`src/rtl/lsu_axi_wr_arb_pkg.sv`:
```
// Shared types, field widths and helpers for the LSU AXI write arbiter.
package lsu_axi_wr_arb_pkg;

  typedef enum logic [1:0] {
    IDLE = 2'd0,
    CMD  = 2'd1,
    DATA = 2'd2
  } wr_state_e;

  localparam logic [1:0] BRESP_OKAY   = 2'd0;
  localparam logic [1:0] BRESP_EXOKAY = 2'd1;
  localparam logic [1:0] BRESP_SLVERR = 2'd2;
  localparam logic [1:0] BRESP_DECERR = 2'd3;

  localparam int unsigned ADDR_W     = 10;
  localparam int unsigned LEN_W      = 8;
  localparam int unsigned SIZE_W     = 3;
  localparam int unsigned BURST_W    = 2;
  localparam int unsigned STR_W      = 3;
  localparam int unsigned NUM_W      = 4;
  localparam int unsigned ORAM_W     = 12;
  localparam int unsigned ID_W       = 8;
  localparam int unsigned DATA_W     = 64;
  localparam int unsigned STRB_W     = 8;
  localparam int unsigned BEAT_CNT_W = 12;

  typedef struct packed {
    logic [ADDR_W-1:0]  addr;
    logic [LEN_W-1:0]   len;
    logic [SIZE_W-1:0]  size;
    logic [BURST_W-1:0] burst;
    logic [STR_W-1:0]   str;
    logic [NUM_W-1:0]   num;
    logic [ORAM_W-1:0]  oram;
  } aw_cmd_t;

  // A zero burst count still issues one burst.
  function automatic logic [NUM_W-1:0] num_eff(input logic [NUM_W-1:0] n);
    return (n == '0) ? NUM_W'(1) : n;
  endfunction

  function automatic logic [1:0] bresp_max(input logic [1:0] a, input logic [1:0] b);
    return (b > a) ? b : a;
  endfunction

endpackage

```
`src/rtl/lsu_axi_wr_arb_ost_fifo.sv`:
```
// Outstanding-command FIFO: {requester index, effective burst count} in issue order.
module wr_arb_ost_fifo #(
  parameter int unsigned DEPTH = 4,
  parameter int unsigned WIDTH = 6
) (
  input  logic             clk,
  input  logic             rst,
  input  logic             push,
  input  logic [WIDTH-1:0] wdata,
  input  logic             pop,
  output logic [WIDTH-1:0] rdata,
  output logic             full,
  output logic             empty
);

  localparam int unsigned PTR_W = $clog2(DEPTH);

  logic [WIDTH-1:0] mem [DEPTH];
  logic [PTR_W:0]   wptr;
  logic [PTR_W:0]   rptr;

  assign empty = (wptr == rptr);
  assign full  = (wptr[PTR_W] != rptr[PTR_W]) && (wptr[PTR_W-1:0] == rptr[PTR_W-1:0]);
  assign rdata = mem[rptr[PTR_W-1:0]];

  always_ff @(posedge clk or posedge rst) begin
    if (rst) begin
      wptr <= '0;
      rptr <= '0;
    end else begin
      if (push && !full) wptr <= wptr + (PTR_W+1)'(1);
      if (pop && !empty) rptr <= rptr + (PTR_W+1)'(1);
    end
  end

  always_ff @(posedge clk) begin
    if (push && !full) mem[wptr[PTR_W-1:0]] <= wdata;
  end

endmodule

```
`src/rtl/lsu_axi_wr_arb.sv`:
```
// Arbitrates NUM_REQ write requesters onto one LSU AXI write port and merges per-burst B responses.
// Define WR_ARB_FIXED_PRIO_EN for fixed lowest-index-wins priority instead of round-robin.
module lsu_axi_wr_arb
  import lsu_axi_wr_arb_pkg::*;
#(
  parameter int unsigned NUM_REQ   = 4,
  parameter int unsigned IDX_W     = 2,
  parameter int unsigned OST_DEPTH = 4
) (
  input  logic                        clk,
  input  logic                        rst,
  input  logic [NUM_REQ-1:0]          req_awvld,
  input  logic [NUM_REQ*ADDR_W-1:0]   req_awaddr,
  input  logic [NUM_REQ*LEN_W-1:0]    req_awlen,
  input  logic [NUM_REQ*SIZE_W-1:0]   req_awsize,
  input  logic [NUM_REQ*BURST_W-1:0]  req_awburst,
  input  logic [NUM_REQ*STR_W-1:0]    req_awstr,
  input  logic [NUM_REQ*NUM_W-1:0]    req_awnum,
  input  logic [NUM_REQ*ORAM_W-1:0]   req_oram_addr,
  output logic [NUM_REQ-1:0]          req_awrdy,
  input  logic [NUM_REQ*DATA_W-1:0]   req_wdata,
  input  logic [NUM_REQ*STRB_W-1:0]   req_wstrb,
  input  logic [NUM_REQ-1:0]          req_wvld,
  output logic [NUM_REQ-1:0]          req_wrdy,
  output logic [NUM_REQ-1:0]          req_bvld,
  output logic [1:0]                  req_bresp,
  input  logic [NUM_REQ-1:0]          req_brdy,
  output logic [ID_W-1:0]             lsu_axi_awid,
  output logic [ADDR_W-1:0]           lsu_axi_awaddr,
  output logic [LEN_W-1:0]            lsu_axi_awlen,
  output logic [SIZE_W-1:0]           lsu_axi_awsize,
  output logic [BURST_W-1:0]          lsu_axi_awburst,
  output logic [STR_W-1:0]            lsu_axi_awstr,
  output logic [NUM_W-1:0]            lsu_axi_awnum,
  output logic                        lsu_axi_awvld,
  output logic [ORAM_W-1:0]           lsu_axi_oram_addr,
  input  logic                        axi_lsu_awrdy,
  output logic [DATA_W-1:0]           lsu_axi_wdata,
  output logic [STRB_W-1:0]           lsu_axi_wstrb,
  output logic                        lsu_axi_wlast,
  output logic                        lsu_axi_wvld,
  input  logic                        axi_lsu_wrdy,
  input  logic [1:0]                  axi_lsu_bresp,
  input  logic                        axi_lsu_bvld,
  output logic                        lsu_axi_brdy
);

  localparam int unsigned ENT_W = IDX_W + NUM_W;

  wr_state_e               state;
  logic [IDX_W-1:0]        idx;
  aw_cmd_t                 cmd_q;
  logic                    awvld_q;
  logic [BEAT_CNT_W-1:0]   beats_left;
  logic [LEN_W-1:0]        beat_in_burst;
`ifndef WR_ARB_FIXED_PRIO_EN
  logic [IDX_W-1:0]        rr_ptr;
`endif

  logic                    gnt_vld;
  logic [IDX_W-1:0]        gnt_idx;
  aw_cmd_t                 req_cmd;
  logic [BEAT_CNT_W-1:0]   total_m1;
  logic                    in_data, aw_fire, w_fire, b_fire;

  logic                    fifo_full, fifo_empty, fifo_pop;
  logic [ENT_W-1:0]        fifo_rdata;
  logic [IDX_W-1:0]        head_idx;
  logic [NUM_W-1:0]        head_num;
  logic                    b_last;
  logic [1:0]              acc_next;

  logic [NUM_W-1:0]        resp_cnt;
  logic [1:0]              resp_acc;
  logic                    resp_hold;
  logic [IDX_W-1:0]        bidx;
  logic [1:0]              bresp_q;
  logic                    brdy_en;
  logic                    err_unexp;

  // Pick the first valid requester, scanning from the highest offset down so the lowest wins.
  always_comb begin
    gnt_vld = 1'b0;
    gnt_idx = '0;
    for (int i = int'(NUM_REQ) - 1; i >= 0; i--) begin
`ifdef WR_ARB_FIXED_PRIO_EN
      if (req_awvld[i]) begin
        gnt_vld = 1'b1;
        gnt_idx = IDX_W'(i);
      end
`else
      if (req_awvld[(int'(rr_ptr) + i) % int'(NUM_REQ)]) begin
        gnt_vld = 1'b1;
        gnt_idx = IDX_W'((int'(rr_ptr) + i) % int'(NUM_REQ));
      end
`endif
    end
  end

  always_comb begin
    req_cmd.addr  = req_awaddr[int'(gnt_idx)*ADDR_W +: ADDR_W];
    req_cmd.len   = req_awlen[int'(gnt_idx)*LEN_W +: LEN_W];
    req_cmd.size  = req_awsize[int'(gnt_idx)*SIZE_W +: SIZE_W];
    req_cmd.burst = req_awburst[int'(gnt_idx)*BURST_W +: BURST_W];
    req_cmd.str   = req_awstr[int'(gnt_idx)*STR_W +: STR_W];
    req_cmd.num   = req_awnum[int'(gnt_idx)*NUM_W +: NUM_W];
    req_cmd.oram  = req_oram_addr[int'(gnt_idx)*ORAM_W +: ORAM_W];
    total_m1 = BEAT_CNT_W'(num_eff(req_cmd.num)) * (BEAT_CNT_W'(req_cmd.len) + BEAT_CNT_W'(1))
               - BEAT_CNT_W'(1);
  end

  assign in_data = (state == DATA);
  assign aw_fire = awvld_q && axi_lsu_awrdy;
  assign w_fire  = lsu_axi_wvld && axi_lsu_wrdy;

  // Command/data sequencer; payload is captured at grant so a dropped awvld still issues.
  always_ff @(posedge clk or posedge rst) begin
    if (rst) begin
      state         <= IDLE;
      idx           <= '0;
      cmd_q         <= '0;
      awvld_q       <= 1'b0;
      beats_left    <= '0;
      beat_in_burst <= '0;
`ifndef WR_ARB_FIXED_PRIO_EN
      rr_ptr        <= '0;
`endif
    end else begin
      case (state)
        IDLE: if (gnt_vld && !fifo_full) begin
          idx           <= gnt_idx;
          cmd_q         <= req_cmd;
          awvld_q       <= 1'b1;
          beats_left    <= total_m1;
          beat_in_burst <= '0;
          state         <= CMD;
        end
        CMD: if (axi_lsu_awrdy) begin
          awvld_q <= 1'b0;
          state   <= DATA;
        end
        DATA: if (w_fire) begin
          beat_in_burst <= (beat_in_burst == cmd_q.len) ? '0 : beat_in_burst + LEN_W'(1);
          beats_left    <= beats_left - BEAT_CNT_W'(1);
          if (beats_left == '0) begin
            state <= IDLE;
`ifndef WR_ARB_FIXED_PRIO_EN
            rr_ptr <= (idx == IDX_W'(NUM_REQ - 1)) ? '0 : idx + IDX_W'(1);
`endif
          end
        end
        default: state <= IDLE;
      endcase
    end
  end

  assign lsu_axi_awvld     = awvld_q;
  assign lsu_axi_awid      = ID_W'(idx);
  assign lsu_axi_awaddr    = cmd_q.addr;
  assign lsu_axi_awlen     = cmd_q.len;
  assign lsu_axi_awsize    = cmd_q.size;
  assign lsu_axi_awburst   = cmd_q.burst;
  assign lsu_axi_awstr     = cmd_q.str;
  assign lsu_axi_awnum     = cmd_q.num;
  assign lsu_axi_oram_addr = cmd_q.oram;
  assign req_awrdy         = aw_fire ? (NUM_REQ'(1) << idx) : '0;

  assign lsu_axi_wvld  = in_data && req_wvld[idx];
  assign lsu_axi_wlast = in_data && (beat_in_burst == cmd_q.len);
  assign lsu_axi_wdata = in_data ? req_wdata[int'(idx)*DATA_W +: DATA_W] : '0;
  assign lsu_axi_wstrb = in_data ? req_wstrb[int'(idx)*STRB_W +: STRB_W] : '0;
  assign req_wrdy      = (in_data && axi_lsu_wrdy) ? (NUM_REQ'(1) << idx) : '0;

  wr_arb_ost_fifo #(.DEPTH(OST_DEPTH), .WIDTH(ENT_W)) u_ost_fifo (
    .clk   (clk),
    .rst   (rst),
    .push  (aw_fire),
    .wdata ({idx, num_eff(cmd_q.num)}),
    .pop   (fifo_pop),
    .rdata (fifo_rdata),
    .full  (fifo_full),
    .empty (fifo_empty)
  );

  assign head_idx = fifo_rdata[NUM_W +: IDX_W];
  assign head_num = fifo_rdata[NUM_W-1:0];
  assign b_fire   = axi_lsu_bvld && lsu_axi_brdy;
  assign b_last   = (resp_cnt + NUM_W'(1)) == head_num;
  assign fifo_pop = b_fire && !fifo_empty && b_last;
  assign acc_next = bresp_max(resp_acc, axi_lsu_bresp);

  // Response merge; brdy is low while a merged response waits, so the accumulator is idle then.
  always_ff @(posedge clk or posedge rst) begin
    if (rst) begin
      resp_cnt  <= '0;
      resp_acc  <= BRESP_OKAY;
      resp_hold <= 1'b0;
      bidx      <= '0;
      bresp_q   <= BRESP_OKAY;
      brdy_en   <= 1'b0;
      err_unexp <= 1'b0;
    end else begin
      brdy_en <= 1'b1;
      if (resp_hold) begin
        if (req_brdy[bidx]) begin
          resp_hold <= 1'b0;
          resp_acc  <= BRESP_OKAY;
        end
      end else if (b_fire) begin
        if (fifo_empty) begin
          err_unexp <= err_unexp | 1'b1;
        end else if (b_last) begin
          resp_hold <= 1'b1;
          bidx      <= head_idx;
          bresp_q   <= acc_next;
          resp_cnt  <= '0;
        end else begin
          resp_cnt <= resp_cnt + NUM_W'(1);
          resp_acc <= acc_next;
        end
      end
    end
  end

  assign lsu_axi_brdy = brdy_en && !resp_hold;
  assign req_bvld     = resp_hold ? (NUM_REQ'(1) << bidx) : '0;
  assign req_bresp    = bresp_q;

endmodule

```
`config.mk`:
```
export PLATFORM = sky130hd
export DESIGN_NAME = lsu_axi_wr_arb
export DESIGN_NICKNAME = d
export VERILOG_FILES = /design/src/rtl/lsu_axi_wr_arb_pkg.sv /design/src/rtl/lsu_axi_wr_arb_ost_fifo.sv /design/src/rtl/lsu_axi_wr_arb.sv
export SDC_FILE = /design/constraint.sdc
export NUM_CORES = 1
export LEC_CHECK = 0
export BUFFER_PORTS_ARGS = -buffer_cell sky130_fd_sc_hd__buf_2
export CORE_AREA = 2 2 238 240
export CTS_CLUSTER_SIZE = 20
export DETAILED_ROUTE_END_ITERATION = 10
export DIE_AREA = 0 0 240 242
export GPL_TIMING_DRIVEN = 0
export HOLD_SLACK_MARGIN = 0.06
export RECOVER_POWER = 100
export SETUP_SLACK_MARGIN = 0.3
export SKIP_CTS_REPAIR_TIMING = 1
export SLEW_MARGIN = 15
export SYNTH_ARGS = -nofsm -noshare
export SYNTH_HDL_FRONTEND = slang
export SYNTH_SLANG_ARGS = --single-unit
```
`constraint.sdc`:
```
create_clock -name clk -period 9.5 [get_ports clk]
set_input_delay 1.9 -clock clk [delete_from_list [all_inputs] [get_ports clk]]
set_output_delay 1.9 -clock clk [all_outputs]
set_load 0.05 [all_outputs]
```
==> impl_metrics.toml, run 1 <==
[critical_path]
crit_required_ps = 9830
cp_common_cell = "nand2_1"
crit_type = "in2reg"
endpoint_kind = "register"
cp.arrival_ps = 8830
slowest_delay_ps = 530
crit_path_top_delay_cell = "fa_1"
critPathLaunchType = "input port"
critPathMaxFanout = 10

[global_route]
grt_first_pass_wirelength_mm = 84.60
grt_max_degree = 60
antenna_found_initial = 75
grt-ovfl-total = 0
track_usage_pct = 21.04
grt_pass1_vias = 11630

[timing]
finalSetupViolCount = 0
hold_slack_ps = 483.1
slew_headroom_pct = -136.4
fmax_mhz = 117.6
rsz0062_at_grt = "no"
report.final.slew_viol_count = 60
worstMarginPinSlew_ps = 3545
fin_skew_ps = 16.26
hold_viol = 0
fin_crit_sh_pct = 89.51
setup-tns-final_ps = 0
period_minus_slack_ps = 8503

[yosys]
synth_edf_count = 24
ys_seq_area_share_pct = 27.80
synth_cells = 1171
yosysWarnings = 0
avgSynthCellArea_um2 = 8.903
synth_cell_types = 67
async_flop_share_pct = 78.38
synth_seq_cells = 111
synth-main-ff-cell = "dfrtp_1"
synthesis.area_um2 = 10420

[layout]
stdcell_area_um2 = 14610
syn_to_final_growth_pct = 40.17
drive_above_1_share_pct = 35.13
final.fill_count = 6282
fin_cells = 2571
multiInputGateArea_um2 = 6842
fin_nets = 2326
seq_area_um2 = 2898

[run_status]
status = "complete, but fails checks"
failed_checks = "max-capacitance violations, max-slew violations"

[routing]
dr.pass1.iters = 5
avgViaCountPerCell = 4.583
drtIter0Drc = 999
vias = 11780
wire_per_inst_um = 24.35
drtAntennaViolNets = 0
wl_mm = 62.60
drc = 0

[run]
cap_violations = 1

[cts]
cts_sinks = 111
clock_path_buffers = 2
cts_made_buffers = 9
clk_pin_slew_ps = 80
root_buffer = "clkbuf_16"
clk_latency_ps = 390
cts_tree = "done"
htreeDepth = 3

[floorplanning]
core_area_um2 = 55730
initial_core_util_pct = 18.71
die_y_um = 242
ioPinCount = 615
rows = 87
die_area_um2 = 58080
die_w_um = 240

[placed_design]
place_congestion = 0.9659
dp_cells = 2542
numPortBuffers = 608
hpwl_mm = 54.90
dpl_cell_area_um2 = 14480

[worst_hold_path]
hold_class = "reg2reg"

[power]
p_total_uw = 4729
ir_drop_v = 0.0001684
power.leakage_uw = 0.006699
power.density_nw_per_um2 = 323.6
[metal layers]
| layer | share of wire [%] | global-route usage (%) | up-vias | routed length [µm] |
|---|---|---|---|---|
| met2 | 49 | 34.95 | 633 | 30630 |
| met4 | 2.6 | 7.709 | 40 | 1621 |
| li1 | - | - | 5376 | - |
| met5 | 0.39 | 0 | - | 243 |
| met3 | 9.3 | 7.270 | 145 | 5801 |
| met1 | 39 | 24.96 | 5588 | 24310 |
[final timing paths]
| kind | from | to | slack [ps] | cells past startpoint |
|---|---|---|---|---|
| setup / recovery | req_awvld[2] | beats_left[11] | 1000 | 29 |
| hold / removal | lsu_axi_oram_addr[1] | lsu_axi_oram_addr[1] | 480 | 2 |
| setup reg to reg | rr_ptr[0] | beats_left[11] | 2170 | 28 |
| hold reg to reg | lsu_axi_oram_addr[1] | lsu_axi_oram_addr[1] | 480 | 2 |
| max in group asynchronous | rst | resp_cnt[3] | 3790 | 3 |
| min in group asynchronous | rst | lsu_axi_oram_addr[6] | 1790 | 2 |
[cell families after synthesis]
logic type / share of synthesized area (%)
AO/OA/AOI/OAI: 10.08
multiplexers: 19.19
flip-flops: 27.80
other: 0.07204
AND/OR/NAND/NOR: 25.72
adder cells (fa/ha/maj): 7.561
XOR/XNOR: 2.940
buffers and inverters: 6.637
[registers in the layout (all words and copies together), names as in the netlist, 4 cells and up]
name,cells
lsu_axi_awnum,4
lsu_axi_oram_addr,12
beat_in_burst,8
resp_cnt,4
u_ost_fifo.mem,24
lsu_axi_awaddr,10
lsu_axi_awlen,8
beats_left,12
[cells in the final DEF (no fill, tap or decap), types with 5 or more instances in the layout]
| cell | instances |
|---|---|
| dfrtp_1 | 87 |
| conb_1 | 7 |
| fa_1 | 15 |
| o31ai_1 | 6 |
| nor3b_1 | 9 |
| clkbuf_16 | 10 |
| a221oi_1 | 8 |
| buf_6 | 9 |
| a21oi_1 | 20 |
| o21ai_0 | 73 |
| edfxtp_1 | 24 |
| a21bo_2 | 6 |
| xnor2_1 | 17 |
| buf_4 | 8 |
| and2_0 | 8 |
| a211oi_1 | 6 |
| nand2_1 | 267 |
| or3_1 | 6 |
| xor2_1 | 18 |
| nor4_1 | 10 |
| mux2_2 | 12 |
| nor2b_1 | 6 |
| mux2i_1 | 5 |
| buf_2 | 482 |
| nor2_1 | 38 |
| nand3_1 | 84 |
| clkbuf_1 | 195 |
| inv_1 | 63 |
| nand2b_1 | 6 |
| diode_2 | 13 |
| buf_1 | 5 |
| and2_1 | 82 |
| ha_1 | 39 |
| nor3_1 | 12 |
| mux4_2 | 80 |
| and3_1 | 17 |
[report_power, final]
group	internal, µW	total [µW]	switching (µW)	leakage [µW]
clock	203	420	217	0.000155
sequential	699	873	174	0.00130
combinational	1200	3440	2240	0.00525
total	2100	4730	2630	0.00670
[stage by stage]
stage	worst slack [ps]	utilization, %
2_1_floorplan	2092	-
3_5_place_dp	1161	25.98
4_1_cts	1556	26.54
6_report	996.6	26.22
5_1_grt	594.7	26.19
3_3_place_gp	1158	25.90
[area by class of cell]
cell class                 count  share of cell area [%]
antenna                       13                  0.2226
buffer                        90                   3.023
clock buffer                  10                   1.712
clock inverter                 6                  0.4452
inverter                      64                   1.653
multi-input combinational    911                   46.82
sequential                   111                   19.83
tap                          756                   6.473
timing repair buffer         610                   19.82
[worst max-delay path, delay by kind of cell]
kind                       cells  cell delay (ps)
xor gates and xnor gates       1              320
AOI/OAI and AO/OA              2              610
adders and majority gates      5             1830
and+or+nand+nor               12             2810
buffers and inverters          9             1380
[cells in the mapped netlist, types with 12 or more instances]
cell type | instances | area (µm²)
nor2_1 | 36 | 135.1
a21oi_1 | 20 | 100.1
and2_1 | 88 | 550.5
nand2_1 | 266 | 998.5
inv_1 | 64 | 240.2
nand3_1 | 84 | 420.4
edfxtp_1 | 24 | 720.7
ha_1 | 39 | 488.0
nor3_1 | 12 | 60.06
fa_1 | 15 | 300.3
o21ai_0 | 73 | 365.4
clkbuf_1 | 53 | 198.9
mux2_2 | 12 | 135.1
mux4_2 | 80 | 1802
and3_1 | 17 | 106.4
xor2_1 | 18 | 157.7
xnor2_1 | 17 | 148.9
dfrtp_1 | 87 | 2177
buf_1 | 14 | 52.55
(Power assumes the default switching activity.)
==> inputs of run 2 (changes only) <==
==> constraint.sdc (replaced) <==
create_clock -name clk -period 10.4 [get_ports clk]
set_input_delay 2.08 -clock clk [delete_from_list [all_inputs] [get_ports clk]]
set_output_delay 2.08 -clock clk [all_outputs]
set_load 0.05 [all_outputs]
==> impl_metrics.toml, run 2 (same netlist as run 1, synthesis figures left out) <==
[routing]
wire_per_inst_um = 24.35
wl_mm = 62.62
avgViaCountPerCell = 4.601
drtAntennaViolNets = 0
drtIter0Drc = 971
vias = 11830
drc = 0
dr.pass1.iters = 6

[floorplanning]
initial_core_util_pct = 18.71
core_area_um2 = 55730
die_w_um = 240
ioPinCount = 615
rows = 87
die_area_um2 = 58080
die_y_um = 242

[timing]
finalSetupViolCount = 0
fmax_mhz = 112.4
period_minus_slack_ps = 8897
slew_headroom_pct = -134.6
setup-tns-final_ps = 0
rsz0062_at_grt = "no"
hold_viol = 0
worstMarginPinSlew_ps = 3519
fin_crit_sh_pct = 85.55
report.final.slew_viol_count = 60
fin_skew_ps = 16.26
setup_ws_ps = 1503

[global_route]
antenna_found_initial = 75
grt_first_pass_wirelength_mm = 84.60
grt_max_degree = 60
grt-ovfl-total = 0
track_usage_pct = 21.04
grt_pass1_vias = 11630

[layout]
layout_commonest_cell = "buf_2"
stdcell_area_um2 = 14600
drive_above_1_share_pct = 34.96
fin_nets = 2326
syn_to_final_growth_pct = 40.04
final.fill_count = 6282
mostFrequentLayoutCells = "buf_2, nand2_1, clkbuf_1"
post-route-util_pct = 26.19
largest_reg_flops = 24

[power]
ir_drop_v = 0.0001538
power.leakage_uw = 0.006686
power.density_nw_per_um2 = 296.0

[run]
cap_violations = 1

[cts]
clk_latency_ps = 390
cts_tree = "done"
htreeDepth = 3
cts_made_buffers = 9
cts_sinks = 111
clock_path_buffers = 2
root_buffer = "clkbuf_16"
clk_pin_slew_ps = 80

[placed_design]
hpwl_mm = 54.90
dpl_cell_area_um2 = 14480
place_congestion = 0.9659
post-place-ws_ps = 1881
numPortBuffers = 608

[critical_path]
crit_required_ps = 10730
critPathMaxFanout = 10
slowest_delay_ps = 570
critPathLaunchType = "input port"
endpoint_kind = "register"
crit_type = "in2reg"
worstRegToRegCells = 28
crit_path_top_delay_cell = "or4b_4"
cp.arrival_ps = 9220

[worst_hold_path]
holdPathStages = 2
hold_class = "reg2reg"

[run_status]
failed_checks = "max-capacitance violations, max-slew violations"
status = "complete, but fails checks"
[run 2: cell count changes in the layout (fill, tap and decap cells not counted)]
cell      delta
buf_6        -2
clkbuf_1     +2
buf_1        +1
buf_2        -1
diode_2      +1
[run 2: metal layers]
metal	routed length (µm)	track usage (%)	up-vias
met1	24320	24.96	5583
met3	5786	7.270	168
met5	236	0	-
li1	-	-	5379
met2	30520	34.95	665
met4	1756	7.709	38
[run 2: path summary, 6_finish.rpt]
check | slack (ps) | startpoint | end
min reg2reg | 480 | lsu_axi_oram_addr[1] | lsu_axi_oram_addr[1]
min in group asynchronous | 1970 | rst | lsu_axi_oram_addr[6]
max in group asynchronous | 4530 | rst | resp_cnt[3]
min | 480 | lsu_axi_oram_addr[1] | lsu_axi_oram_addr[1]
max | 1500 | req_awvld[2] | beats_left[11]
max reg2reg | 2860 | rr_ptr[0] | beats_left[11]
[run 2: metrics by stage]
step / power (µW) / hold WS (ps) / instances
after detailed placement: 4013 / 468.6 / 2542
after CTS: 4417 / 485.7 / 2558
final: 4322 / 483.1 / 2572
after global routing: 4692 / 504.8 / 2565
after floorplan: 3083 / 447.8 / 1176
after global placement: 3985 / 461.0 / 2540
[run 2: area by class of cell]
cell class / instances / area, µm² / area share [%]
clock buffers: 10 / 250.2 / 1.714
plain buffers: 90 / 426.7 / 2.923
well taps: 756 / 945.9 / 6.479
flip-flops and latches: 111 / 2898 / 19.85
inverters: 64 / 241.5 / 1.654
multi-input cells: 911 / 6842 / 46.86
diodes: 14 / 35.03 / 0.2400
clock inverters: 6 / 65.06 / 0.4457
repair buffers: 610 / 2895 / 19.83
[run 2: where the power goes]
part / internal [µW] / leakage, µW / switching, µW
sequential: 638 / 0.00130 / 159
clock: 185 / 0.000155 / 198
combinational: 1090 / 0.00523 / 2050
[run 2: critical path: cells and delay by family]
family          cells  cell delay (ps)
compound gates      2              610
simple gates       12             2900
buf+inv             9             1480
xor+xnor            1              320
fa+ha+maj           5             1830
==> inputs of run 3 (changes only) <==
==> constraint.sdc (replaced) <==
create_clock -name clk -period 7.2 [get_ports clk]
set_input_delay 1.44 -clock clk [delete_from_list [all_inputs] [get_ports clk]]
set_output_delay 1.44 -clock clk [all_outputs]
set_load 0.05 [all_outputs]
==> impl_metrics.toml, run 3 (same netlist as run 1, synthesis figures left out) <==
[run_status]
status = "complete, but fails checks"
failed_checks = "max-capacitance violations, max-slew violations"

[floorplanning]
rows = 87
die_area_um2 = 58080
die_w_um = 240
core_area_um2 = 55730
die_y_um = 242
ioPinCount = 615
initial_core_util_pct = 18.71

[cts]
htreeDepth = 3
clk_latency_ps = 400
root_buffer = "clkbuf_16"
cts_sinks = 111
clock_path_buffers = 2
cts_tree = "done"
cts_made_buffers = 9
clk_pin_slew_ps = 90

[global_route]
grt_max_degree = 58
track_usage_pct = 21.68
grt_pass1_vias = 11770
grt_first_pass_wirelength_mm = 86.97
grt-ovfl-total = 0
antenna_found_initial = 73

[layout]
drive_above_1_share_pct = 37.01
layout_commonest_cell = "buf_2"
post-route-util_pct = 26.88
mostFrequentLayoutCells = "buf_2, nand2_1, clkbuf_1"
syn_to_final_growth_pct = 43.72
stdcell_area_um2 = 14980
fin_nets = 2345
largest_reg_flops = 24

[timing]
fin_crit_sh_pct = 94.94
finalSetupViolCount = 0
setup_ws_ps = 364.1
report.final.slew_viol_count = 58
period_minus_slack_ps = 6836
rsz0062_at_grt = "yes"
hold_viol = 0
fin_skew_ps = 16.79
fmax_mhz = 146.3
slew_headroom_pct = -135.3
worstMarginPinSlew_ps = 3530

[worst_hold_path]
hold_start = "lsu_axi_awaddr[7]"
hold_class = "reg2reg"

[power]
ir_drop_v = 0.0002450
power.leakage_uw = 0.006844
power.density_nw_per_um2 = 431.7
p_total_uw = 6468

[routing]
dr.pass1.iters = 6
drtAntennaViolNets = 0
wl_mm = 64.90
vias = 12090
wire_per_inst_um = 24.95
drc = 0
avgViaCountPerCell = 4.649
drtIter0Drc = 970

[critical_path]
crit_required_ps = 7540
slowest_delay_ps = 540
crit_type = "in2reg"
endpoint_kind = "register"
crit_start = "req_awvld[0]"
cp.arrival_ps = 7180
cp_common_cell = "inv_1"
critPathMaxFanout = 10
path_delay_family = "simple AND/OR/NAND/NOR gates"
critPathLaunchType = "input port"
crit_path_top_delay_cell = "or4b_4"
r2r-start = "rr_ptr[0]"
critPathBufInv = 8
r2r_slack_ps = 1080

[placed_design]
post-place-ws_ps = -559.5
hpwl_mm = 56.44
place_congestion = 0.9994
dpl_cell_area_um2 = 14480
numPortBuffers = 608

[run]
cap_violations = 1
run 3: report_power, final:
group | leakage, µW | internal, µW | switching (µW) | total [µW]
clock network | 0.000154 | 254 | 302 | 556
registers | 0.00130 | 922 | 227 | 1150
logic | 0.00539 | 1680 | 3080 | 4760
total | 0.00684 | 2860 | 3610 | 6470
run 3: layer usage:
metal	up-vias	part of all wire, %	global-route usage, %
li1	5433	-	-
met1	5776	37	25.39
met2	702	49	36.52
met3	147	11	7.988
met4	34	2.7	6.905
met5	-	0.31	0
run 3: final cells by class:
type,instances,area (µm²)
inverter,64,241.5
multi-input combinational,911,7020
tap,756,945.9
buffer,90,467.9
sequential,111,2898
fill,6279,40750
timing repair buffer,629,3034
clock buffer,9,225.2
antenna,24,60.06
clock inverter,7,90.09
run 3: through the flow:
step / std cells / TNS (ps) / hold WS, ps
2_1_floorplan: 1176 / 0 / 447.8
3_3_place_gp: 2540 / -1501 / 460.5
3_5_place_dp: 2541 / -1570 / 473.3
4_1_cts: 2557 / -170.4 / 490.7
5_1_grt: 2586 / 0 / 512.9
6_report: 2601 / 0 / 492.2
run 3: worst min-delay path: stages (launching register included):
cell,delay [ps]
dfrtp_1,350
nand2_1,50
o21ai_0,60
run 3: path summary, 6_finish.rpt:
path / endpoint / cells after the start
min: lsu_axi_awaddr[7] / 2
max: beats_left[11] / 27
min in group asynchronous: lsu_axi_awstr[1] / 2
max reg2reg: beats_left[11] / 27
max in group asynchronous: u_ost_fifo.wptr[0] / 3
min reg2reg: lsu_axi_awaddr[7] / 2
